<file path="src/rtl/alu_pkg.sv">
// Shared ALU definitions: opcode encodings and opcode width.
package alu_pkg;

  localparam int OP_W = 3;

  localparam logic [OP_W-1:0] OP_ADD    = 3'b000;
  localparam logic [OP_W-1:0] OP_SUB    = 3'b001;
  localparam logic [OP_W-1:0] OP_XOR    = 3'b010;
  localparam logic [OP_W-1:0] OP_AND    = 3'b011;
  localparam logic [OP_W-1:0] OP_OR     = 3'b100;
  localparam logic [OP_W-1:0] OP_MULT   = 3'b101;
  localparam logic [OP_W-1:0] OP_LSHIFT = 3'b110;
  localparam logic [OP_W-1:0] OP_RSHIFT = 3'b111;

endpackage

</file>
<file path="src/rtl/rr_pick.sv">
// Combinational round-robin pick: first valid requester at or above ptr,
// wrapping around.
module rr_pick #(
  parameter int NUM_REQ = 4,
  parameter int ID_W    = $clog2(NUM_REQ)
) (
  input  logic [NUM_REQ-1:0] req_valid,
  input  logic [ID_W-1:0]    ptr,
  output logic               any,
  output logic [ID_W-1:0]    winner
);

  logic [ID_W-1:0] idx;

  // Scan from farthest to nearest so the nearest valid wins.
  always_comb begin
    any    = 1'b0;
    winner = '0;
    idx    = '0;
    for (int k = NUM_REQ - 1; k >= 0; k--) begin
      idx = ptr + ID_W'(k);
      if (req_valid[idx]) begin
        any    = 1'b1;
        winner = idx;
      end
    end
  end

endmodule

</file>
<file path="src/rtl/alu_req_sched.sv">
// Round-robin scheduler sharing one registered ALU among NUM_REQ
// requesters, with a 2-entry tagged response FIFO.
module alu_req_sched
  import alu_pkg::*;
#(
  parameter int DATA_WIDTH = 8,
  parameter int NUM_REQ    = 4,
  parameter int ID_W       = $clog2(NUM_REQ)
) (
  input  logic                          clk,
  input  logic                          rst_n,
  input  logic [NUM_REQ-1:0]            req_valid,
  output logic [NUM_REQ-1:0]            req_ready,
  input  logic [OP_W*NUM_REQ-1:0]       req_opcode,
  input  logic [DATA_WIDTH*NUM_REQ-1:0] req_a,
  input  logic [DATA_WIDTH*NUM_REQ-1:0] req_b,
  output logic [OP_W-1:0]               alu_opcode,
  output logic [DATA_WIDTH-1:0]         alu_operand_a,
  output logic [DATA_WIDTH-1:0]         alu_operand_b,
  input  logic [2*DATA_WIDTH-1:0]       alu_result,
  output logic                          rsp_valid,
  input  logic                          rsp_ready,
  output logic [ID_W-1:0]               rsp_id,
  output logic [2*DATA_WIDTH-1:0]       rsp_result,
  output logic                          busy
);

  localparam int RW = 2 * DATA_WIDTH;

  logic            f;
  logic [ID_W-1:0] f_id;
  logic [ID_W-1:0] ptr;
  logic [1:0]      cnt;
  logic            wr_p;
  logic            rd_p;
  logic [ID_W-1:0] ent_id  [2];
  logic [RW-1:0]   ent_res [2];

  logic            any;
  logic [ID_W-1:0] winner;
  logic [2:0]      occ;
  logic            pop;
  logic            issue;
  int unsigned     sel;

  rr_pick #(
    .NUM_REQ (NUM_REQ),
    .ID_W    (ID_W)
  ) u_pick (
    .req_valid (req_valid),
    .ptr       (ptr),
    .any       (any),
    .winner    (winner)
  );

  assign occ = {1'b0, cnt} + {2'b0, f};
  assign pop = rsp_valid & rsp_ready;
  // A slot must exist for every result in flight; reset blocks issue.
  assign issue = rst_n & any & ((occ - {2'b0, pop}) <= 3'd1);
  assign sel = int'(winner);

  always_comb begin
    req_ready     = '0;
    alu_opcode    = '0;
    alu_operand_a = '0;
    alu_operand_b = '0;
    if (issue) begin
      req_ready[winner] = 1'b1;
      alu_opcode    = req_opcode[sel*OP_W +: OP_W];
      alu_operand_a = req_a[sel*DATA_WIDTH +: DATA_WIDTH];
      alu_operand_b = req_b[sel*DATA_WIDTH +: DATA_WIDTH];
    end
  end

  assign rsp_valid  = (cnt != 2'd0);
  assign rsp_id     = ent_id[rd_p];
  assign rsp_result = ent_res[rd_p];
  assign busy       = (occ != 3'd0);

  always_ff @(posedge clk or negedge rst_n) begin
    if (!rst_n) begin
      f          <= 1'b0;
      f_id       <= '0;
      ptr        <= '0;
      cnt        <= '0;
      wr_p       <= 1'b0;
      rd_p       <= 1'b0;
      ent_id[0]  <= '0;
      ent_id[1]  <= '0;
      ent_res[0] <= '0;
      ent_res[1] <= '0;
    end else begin
      f <= issue;
      if (issue) begin
        f_id <= winner;
        ptr  <= winner + 1'b1;
      end
      if (f) begin
        ent_id[wr_p]  <= f_id;
        ent_res[wr_p] <= alu_result;
        wr_p          <= ~wr_p;
      end
      if (pop) begin
        rd_p <= ~rd_p;
      end
      cnt <= cnt + {1'b0, f} - {1'b0, pop};
    end
  end

endmodule

</file>
<file path="config.mk">
export PLATFORM = sky130hd
export DESIGN_NAME = alu_req_sched
export DESIGN_NICKNAME = d
export VERILOG_FILES = /design/src/rtl/alu_pkg.sv /design/src/rtl/rr_pick.sv /design/src/rtl/alu_req_sched.sv
export SDC_FILE = /design/constraint.sdc
export NUM_CORES = 1
export LEC_CHECK = 0
export ABC_AREA = 1
export CORE_UTILIZATION = 25
export CTS_CLUSTER_DIAMETER = 100
export CTS_CLUSTER_SIZE = 40
export DETAILED_ROUTE_END_ITERATION = 12
export GPL_TIMING_DRIVEN = 0
export REMOVE_ABC_BUFFERS = 1
export SLEW_MARGIN = 10
export SYNTH_ARGS = -nofsm -noshare
export SYNTH_HDL_FRONTEND = slang
export SYNTH_SLANG_ARGS = --single-unit
</file>
<file path="constraint.sdc">
create_clock -name clk -period 2.8 [get_ports clk]
set_clock_uncertainty 0.2 [all_clocks]
set_input_delay 0.56 -clock clk [delete_from_list [all_inputs] [get_ports clk]]
set_output_delay 0.56 -clock clk [all_outputs]
set_load 0.02 [all_outputs]
</file>
==> results.cfg <==
[cells_and_area]
layout-drive-gt1-share_pct = 21.8
area_delta_synth_final_pct = 79.7
stdcell_area_um2 = 5890
final_common_cell = nand2_1
antenna_cells = 0
num-fill-cells = 1298
final_cell_mix = 146 x nand2_1, 115 x clkdlybuf4s50_1, 89 x inv_1
layout.nets = 786

[clocking]
hold_buffers = 0
clk_latency_ns = 0.28
cts_root_buf = clkbuf_16
htree_levels = 2
clockBufferDepth = 2
cts_tree = done
cts_sinks = 45
numCtsBuffers = 5
clk_pin_slew_ns = 0.07

[worst_setup_path]
cp.required_ns = 2.04
path_class = register to primary output
end_kind = primary output
start_kind = register
r2r_end = rd_p
rr_worst_depth = 21
rr_startpoint = cnt[0]
critPathMaxFanout = 6
rrSetupSlack_ns = -0.27
arrival_ns = 2.65

[logic_synthesis]
synthCells = 498
yosys_warnings = 0
synth_area_um2 = 3280
ys_seq_area_share_pct = 34.4
postSynthAreaPerCell_um2 = 6.58
ys_ff_latch = 45
synthDistinctLibCells = 25

[drt]
drcViolationCount = 0
via_count = 3931
drt-initial-drc-count = 250
vias_per_cell = 4.62
antenna_left = 0
wirelength_um = 12300
drt-pass1-iter-count = 4
post_drt_wl_per_cell_um = 14.5

[floorplan]
start_util_pct = 25.7
core_area_um2 = 12700
die_area_um2 = 13600
die_h_um = 116
ioPinCount = 142
core.rowCount = 41
die_w_um = 116

[run_status]
status = finished, violations left
violations = setup timing

[global_routing]
gr-usage-all-layers_pct = 18.1
grt-ovfl-total = 0
grt_pass1_wl_um = 19000
grt_max_degree = 38
antenna_found_initial = 0
grt_pass1_vias = 3929

[pwr]
leakage_nw = 2.85
powerDensity_nw_per_um2 = 1400
ir_drop_uv = 508

[placed_design]
dp_hpwl_um = 6730
gp_congestion = 0.862
io_buffer_count = 141
placed_area_um2 = 4760
detailedPlace.worstSlack_ns = -2.08

[run]
drv_cap = 0

[sta]
layout_min_cycle_time_ns = 3.41
finalHoldViolCount = 0
slew_viol_final = 0
grt_setup_unrepaired = true
setup_ws_ns = -0.605
worst_pin_slew_ns = 1.14
timing.fmax_mhz = 294
setup_viol = 24
fin_crit_sh_pct = 122
fin_setup_tns_ns = -13.56
slew_headroom_pct = 23.8

[hold_path]
min_path_type = input pin to asynchronous set/reset pin
## what timing repair did
item / 4_1_cts / 5_1_grt
cloned: 12 / 1
buffers inserted: 39 / 7
setup endpoints to repair: 44 / 24
pin swaps: 12 / 6
endpoints found under the hold margin: 0 / 0
gates resized for setup: 195 / 35
## synth_stat cells (all sizes together)
cell type	n	share of area, %
nand2	153	18
inv	99	11
or2	2	0.38
ha	10	3.8
clkbuf	12	1.4
buf	17	3.6
nand3b	22	5.0
a21oi	19	2.9
a21boi	1	0.57
o21ai	42	6.6
a211oi	1	0.23
o21a	1	0.23
xnor2	2	0.53
nand3	64	10
xor2	1	0.27
nor2	7	0.88
dfrtp	45	34
## metrics by stage
| stage | power (mW) | std cells | utilization, % | hold slack (ns) |
|---|---|---|---|---|
| after detailed placement | 5.39 | 783 | 37.4 | 0.273 |
| after CTS | 7.75 | 842 | 44.5 | 0.0756 |
| after global routing | 8.86 | 850 | 46.3 | 0.0940 |
| final | 8.27 | 850 | 46.3 | 0.0631 |
| after floorplan | 3.74 | 469 | - | 0.0644 |
| after global placement | 5.33 | 782 | 37.2 | 0.266 |
## report_power, final
part	internal (mW)	switching, mW	total, mW
clock	0.514	0.243	0.757
sequential	0.984	0.245	1.23
combinational	2.55	3.73	6.28
## sequential cells by signal (all words and copies together) (netlist names)
register  count
cnt           2
f_id          2
f             1
ent_id        4
rd_p          1
ent_res      32
ptr           2
wr_p          1
## worst max-delay path: stages (launching register included)
cell	delay [ns]
dfrtp_1	0.40
buf_6	0.13
ha_4	0.16
ha_4	0.27
inv_4	0.04
ha_4	0.16
buf_6	0.11
a211oi_2	0.17
a21boi_4	0.29
buf_12	0.14
clkinvlp_4	0.09
buf_6	0.15
a21oi_2	0.10
buf_4	0.15
## worst max path at each step
stage | to | cells past startpoint | slack [ns] | startpoint
detailed placement | req_ready[3] | 11 | -2.08 | req_valid[3]
global placement | alu_operand_a[7] | 7 | -2.78 | rst_n
finish | alu_operand_b[3] | 13 | -0.61 | cnt[0]
floorplan | req_ready[1] | 9 | -0.78 | req_valid[1]
global route | alu_operand_b[2] | 13 | -0.70 | cnt[0]
CTS | alu_operand_b[7] | 13 | -0.57 | cnt[0]
## area by class of cell
cell class                 instances  area [µm²]  share of cell area (%)
clock buffer                       5         125                    2.13
timing repair inverter             2        15.0                   0.255
timing repair buffer             188        1850                    31.4
inverter                          99         389                    6.61
sequential                        45        1130                    19.2
multi-input combinational        336        2090                    35.5
clock inverter                     3        68.8                    1.17
tap                              172         215                    3.66
## metal layers
layer  track usage, %  part of all wire, %  vias up
li1                 -                    -     1913
met1             18.8                   39     1812
met2             33.3                   48      174
met3             6.02                  9.4       32
met4             7.18                  3.5        0
met5                0                    0        -
## logic make-up after synthesis
group                      share of synthesized area [%]
buffers and inverters                               16.3
and+or+nand+nor                                     34.1
DFF                                                 34.4
xor gates and xnor gates                           0.802
adders and majority gates                           3.82
AOI/OAI and AO/OA                                   10.6
Note: power is estimated with default switching activity, not from simulation.
